File: src/rtl/accum_delta.sv
// Recovers per-step increments from a stream of running sums (first differences
// modulo 2^OUT_WIDTH), flagging differences that do not fit in IN_WIDTH bits.
module accum_delta #(
  parameter int IN_WIDTH        = 16,
  parameter int OUT_WIDTH       = 32,
  parameter int FIRST_FROM_ZERO = 1,
  parameter int DROP_ZERO       = 0
) (
  input  logic                 clk,
  input  logic                 rst,
  input  logic                 restart,
  input  logic                 s_valid,
  output logic                 s_ready,
  input  logic [OUT_WIDTH-1:0] s_sum,
  output logic                 m_valid,
  input  logic                 m_ready,
  output logic [IN_WIDTH-1:0]  m_delta,
  output logic                 m_ovf,
  output logic [7:0]           ovf_cnt
);

  typedef enum logic {
    PRIME = 1'b0,
    RUN   = 1'b1
  } state_t;

  localparam state_t RST_STATE = (FIRST_FROM_ZERO != 0) ? RUN : PRIME;

  state_t                r_state;
  state_t                w_state_nxt;
  logic [OUT_WIDTH-1:0]  r_prev;
  logic                  r_valid;
  logic [IN_WIDTH-1:0]   r_delta;
  logic                  r_ovf;
  logic [7:0]            r_ovf_cnt;

  logic                  w_accept;
  logic                  w_emit;
  logic                  w_load;
  logic                  w_drop;
  logic                  w_ovf;
  logic [OUT_WIDTH-1:0]  w_diff;

  // Unsigned subtraction wraps naturally, so accumulator rollover is transparent.
  assign w_diff   = s_sum - r_prev;
  assign w_drop   = (DROP_ZERO != 0) && (w_diff == '0);

  generate
    if (OUT_WIDTH > IN_WIDTH) begin : g_ovf
      assign w_ovf = |w_diff[OUT_WIDTH-1:IN_WIDTH];
    end else begin : g_no_ovf
      assign w_ovf = 1'b0;
    end
  endgenerate

  assign s_ready  = (r_state == PRIME) || restart || !r_valid || m_ready;
  assign w_accept = s_valid && s_ready;
  assign w_emit   = r_valid && m_ready;

  always_ff @(posedge clk) begin
    if (rst) begin
      r_state <= RST_STATE;
    end else begin
      r_state <= w_state_nxt;
    end
  end

  always_comb begin
    w_state_nxt = r_state;
    w_load      = 1'b0;
    unique case (r_state)
      PRIME: begin
        if (w_accept) w_state_nxt = RUN;
      end
      RUN: begin
        if (w_accept && !restart && !w_drop) w_load = 1'b1;
      end
      default: w_state_nxt = RST_STATE;
    endcase
    // A restart re-primes; a sample taken alongside it becomes the new reference.
    if (restart) w_state_nxt = w_accept ? RUN : PRIME;
  end

  always_ff @(posedge clk) begin
    if (rst) begin
      r_prev    <= '0;
      r_valid   <= 1'b0;
      r_delta   <= '0;
      r_ovf     <= 1'b0;
      r_ovf_cnt <= '0;
    end else begin
      if (w_accept) r_prev <= s_sum;
      if (w_load) begin
        r_valid <= 1'b1;
        r_delta <= w_diff[IN_WIDTH-1:0];
        r_ovf   <= w_ovf;
      end else if (w_emit) begin
        r_valid <= 1'b0;
      end
      if (w_emit && r_ovf && (r_ovf_cnt != '1)) r_ovf_cnt <= r_ovf_cnt + 8'd1;
    end
  end

  assign m_valid = r_valid;
  assign m_delta = r_delta;
  assign m_ovf   = r_ovf;
  assign ovf_cnt = r_ovf_cnt;

endmodule

File: config.mk
export PLATFORM = sky130hd
export DESIGN_NAME = accum_delta
export DESIGN_NICKNAME = d
export VERILOG_FILES = /design/src/rtl/accum_delta.sv
export SDC_FILE = /design/constraint.sdc
export NUM_CORES = 1
export LEC_CHECK = 0
export CAP_MARGIN = 20
export CORE_MARGIN = 2
export CORE_UTILIZATION = 50
export DETAILED_ROUTE_END_ITERATION = 10
export HOLD_SLACK_MARGIN = 0.15
export PLACE_DENSITY = 0.78
export SLEW_MARGIN = 5
export SYNTH_ARGS = -nofsm -noshare
export SYNTH_HDL_FRONTEND = slang
export SYNTH_SLANG_ARGS = --single-unit
File: constraint.sdc
create_clock -name clk -period 3.1 [get_ports clk]
set_input_delay 0.62 -clock clk [delete_from_list [all_inputs] [get_ports clk]]
set_output_delay 0.62 -clock clk [all_outputs]
set_load 0.01 [all_outputs]
==> summary.txt <==
Synthesis
  • Seq/Total Area, Yosys: 28.36%
  • Simple-gate share of the synthesized area: 23.97%
  • Synth Flop Type: dfxtp_1
  • Yosys warnings: 0
  • Post-Syn Area: 0.004165 sq mm
  • Synth Area in Compound Gates: 25.92%
  • Synth Area in Adders: 10.09%
  • Asr flop ratio synth: 0%
  • Mapped Cells: 577
  • XOR/XNOR Fraction of Synth Area: 3.995%
  • Synth unique cells: 57
  • Post-synthesis mux area share: 1.232%
  • Largest family of logic cells by synthesized area: compound AO/OA/AOI/OAI gates
  • Synth Net Count: 647
  • Number of synthesized flops with an enable pin: 0
  • Yosys reg bits: 59
  • Syn_area_per_cell: 7.219 sq um

Worst setup path
  • Startpoint type of the worst setup path: input port
  • CP Capture Type: flip-flop
  • Setup Crit Path Kind: input port to flip-flop
  • Critical path data required time: 3.32 ns
  • Largest fanout on the critical path: 4
  • CP arrival: 3.28 ns

Timing
  • Fmax: 327.0 MHz
  • Setup WS post-layout: 0.04205 ns
  • Worst-margin pin slew: 0.7275 ns
  • Tcrit/Tclk final: 98.64%
  • Slew Viols, Final: 0
  • Final hold vios: 0
  • Clock skew: 0.01174 ns
  • Min Tclk post-route: 3.058 ns
  • Slew headroom: 51.50%
  • Final setup fails: 0

Drt
  • DRC: 0
  • DRT Pass-1 Iters: 5
  • Via density: 5.680
  • WL final: 12,760 microns
  • 1st-iter DRT viols: 237
  • DR WL/cell: 15.10 microns
  • Post-route ant nets: 0
  • Via Count: 4,800

Clock tree
  • Max H-tree Level: 3
  • Clock sink total: 59
  • CTS buffer count: 9
  • Worst skew pair latency: 0.36 ns
  • Maximum buffer depth of the clock tree: 2
  • # hold bufs at CTS: 0
  • Root Buffer: clkbuf_8
  • CTS tree: done
  • Clock-pin slew on the worst setup and hold paths: 0.08 ns

GRT
  • Global-route wire length before repair: 20,510 microns
  • Vias in the first global route: 4,544
  • Initial antenna violation count: 0
  • Remaining Overflow, GRT: 0
  • GR Util All Layers: 28.39%
  • Largest net degree at the start of global routing: 40

Job
  • Max-Cap Viols: 0

Outcome
  • Status: finished clean

Final layout
  • Ant. Diodes: 0
  • FILL cells: 568
  • Nets: 805
  • Area grow syn2layout: 50.65%
  • Final cell count without fillers: 845
  • Layout cell share with drive strength beyond 1: 24.73%

Die
  • Die Span Y: 95.27 microns
  • Initial Util: 51.21%
  • Die width: 95.27 microns
  • Ports: 64
  • Core ar.: 0.008134 sq mm
  • FP Rows: 33
  • Die ar.: 0.009076 sq mm

Placed design
  • Placement Setup Slack: -0.6450 ns
  • Detailed placement HPWL: 8757 microns
  • Buffers on Ports: 63
  • GPL Wtd Cong: 0.8764
  • Placed cell count: 819

Pwr
  • Worst vdd ir: 0.0001967 V
  • Pwr/cell area: 390.5 mW/mm^2
  • Static Leakage: 2.621 nW

Worst hold path
  • Hold/Removal Path Class: flip-flop to flip-flop
## synthesized netlist by cell type (all sizes together) (9+ instances only)
library cell	count	share of area [%]
xor2	10	2.1
nor2	29	2.6
nand4	14	2.1
buf	10	1.1
inv	41	3.7
o21ai	23	2.8
a211oi	9	1.7
nand3	11	1.3
ha	32	9.6
dfxtp	59	28
clkbuf	18	1.6
or3	11	1.7
a21o	16	2.9
nand2	117	11
xnor2	9	1.9
a21oi	86	10
## cells by family after synthesis
kind of cell	after synthesis
and+or+nand+nor	219
AOI/OAI and AO/OA	173
buffers and inverters	69
DFF	59
adders and majority gates	33
xor gates and xnor gates	19
muxes	5
## layout by cell type, fill, tap and decap left out, drive strengths merged, types with 4 or more instances in the layout
cell / count
a211oi: 9
o21a: 4
o21ai: 23
and3: 6
o211ai: 4
clkbuf: 12
buf: 113
or3: 11
a21oi: 86
nor2b: 7
dfxtp: 59
a21o: 16
o2111ai: 4
xnor2: 9
nor3: 7
ha: 32
dlymetal6s2s: 9
mux2i: 4
nand4: 14
inv: 41
nand2: 117
nand3: 11
xor2: 10
dlygate4sd2: 13
nand2b: 5
clkdlybuf4s50: 40
nor2: 29
## timing repair
| item | in CTS | in global routing |
|---|---|---|
| buffers inserted | 8 | 2 |
| pin swaps | 32 | 21 |
| setup endpoints to repair | 1 | 1 |
| gates resized for setup | 57 | 24 |
## where the power goes
group	internal (W)	leakage, nW	switching [W]
logic	0.000475	2.05	0.000470
clock network	0.000331	0.0884	0.000353
registers	0.000799	0.484	0.0000218
## final timing paths
| path | startpoint | end | slack [ns] | cells after the start |
|---|---|---|---|---|
| worst min register to register | m_delta[15] | m_delta[15] | 0.45 | 2 |
| worst max-delay path | s_sum[1] | m_ovf | 0.04 | 11 |
| worst max register to register | r_prev[1] | m_ovf | 0.15 | 11 |
| worst min-delay path | m_delta[15] | m_delta[15] | 0.45 | 2 |
## stage by stage
| step | setup TNS (ns) | util, % | cell area (sq um) | hold slack (ns) | total power (W) |
|---|---|---|---|---|---|
| 3_5_place_dp | -0.6982 | 68.68 | 5587 | 0.4449 | 0.001643 |
| 5_1_grt | -0.05066 | 77.14 | 6275 | 0.4729 | 0.002573 |
| 2_1_floorplan | 0 | - | 4178 | 0.4363 | 0.001278 |
| 6_report | 0 | 77.14 | 6275 | 0.4539 | 0.002450 |
| 4_1_cts | 0 | 75.13 | 6111 | 0.4555 | 0.002400 |
| 3_3_place_gp | -0.6175 | 68.68 | 5587 | 0.4389 | 0.001623 |
## critical path, stage by stage
cell           delay [ns]
dlygate4sd2_1        0.26
ha_1                 0.29
nor2b_2              0.16
o2111ai_2            0.28
a211oi_2             0.13
o311a_1              0.37
o211a_1              0.23
a2111oi_2            0.40
nand4_1              0.18
nor4_1               0.29
nor3_1               0.06
## state kept, by name (all words and copies together) (netlist names)
signal and flops:
m_ovf 1, ovf_cnt 8, m_valid 1, r_prev 32
r_state 1, m_delta 16
## area by class of cell
cell class / count / area (sq um) / area share (%)
Multi-Input combinational cell: 449 / 3152 / 50.23
Timing Repair Buffer: 175 / 1476 / 23.53
Sequential cell: 59 / 1181 / 18.82
Clock buffer: 12 / 155.1 / 2.473
Inverter: 41 / 153.9 / 2.453
Tap cell: 105 / 131.4 / 2.094
Clock inverter: 4 / 25.02 / 0.3988
## metal layers
| layer | up-vias | share of wire (%) | routed length [microns] | track usage [%] |
|---|---|---|---|---|
| li1 | 2356 | - | - | - |
| met1 | 2224 | 42 | 5356 | 35.54 |
| met2 | 191 | 49 | 6305 | 48.94 |
| met3 | 29 | 6.5 | 833 | 4.190 |
| met4 | 0 | 2.0 | 261 | 11.11 |
| met5 | - | 0 | 0 | 0 |
Power figures use the tool's default switching activity.
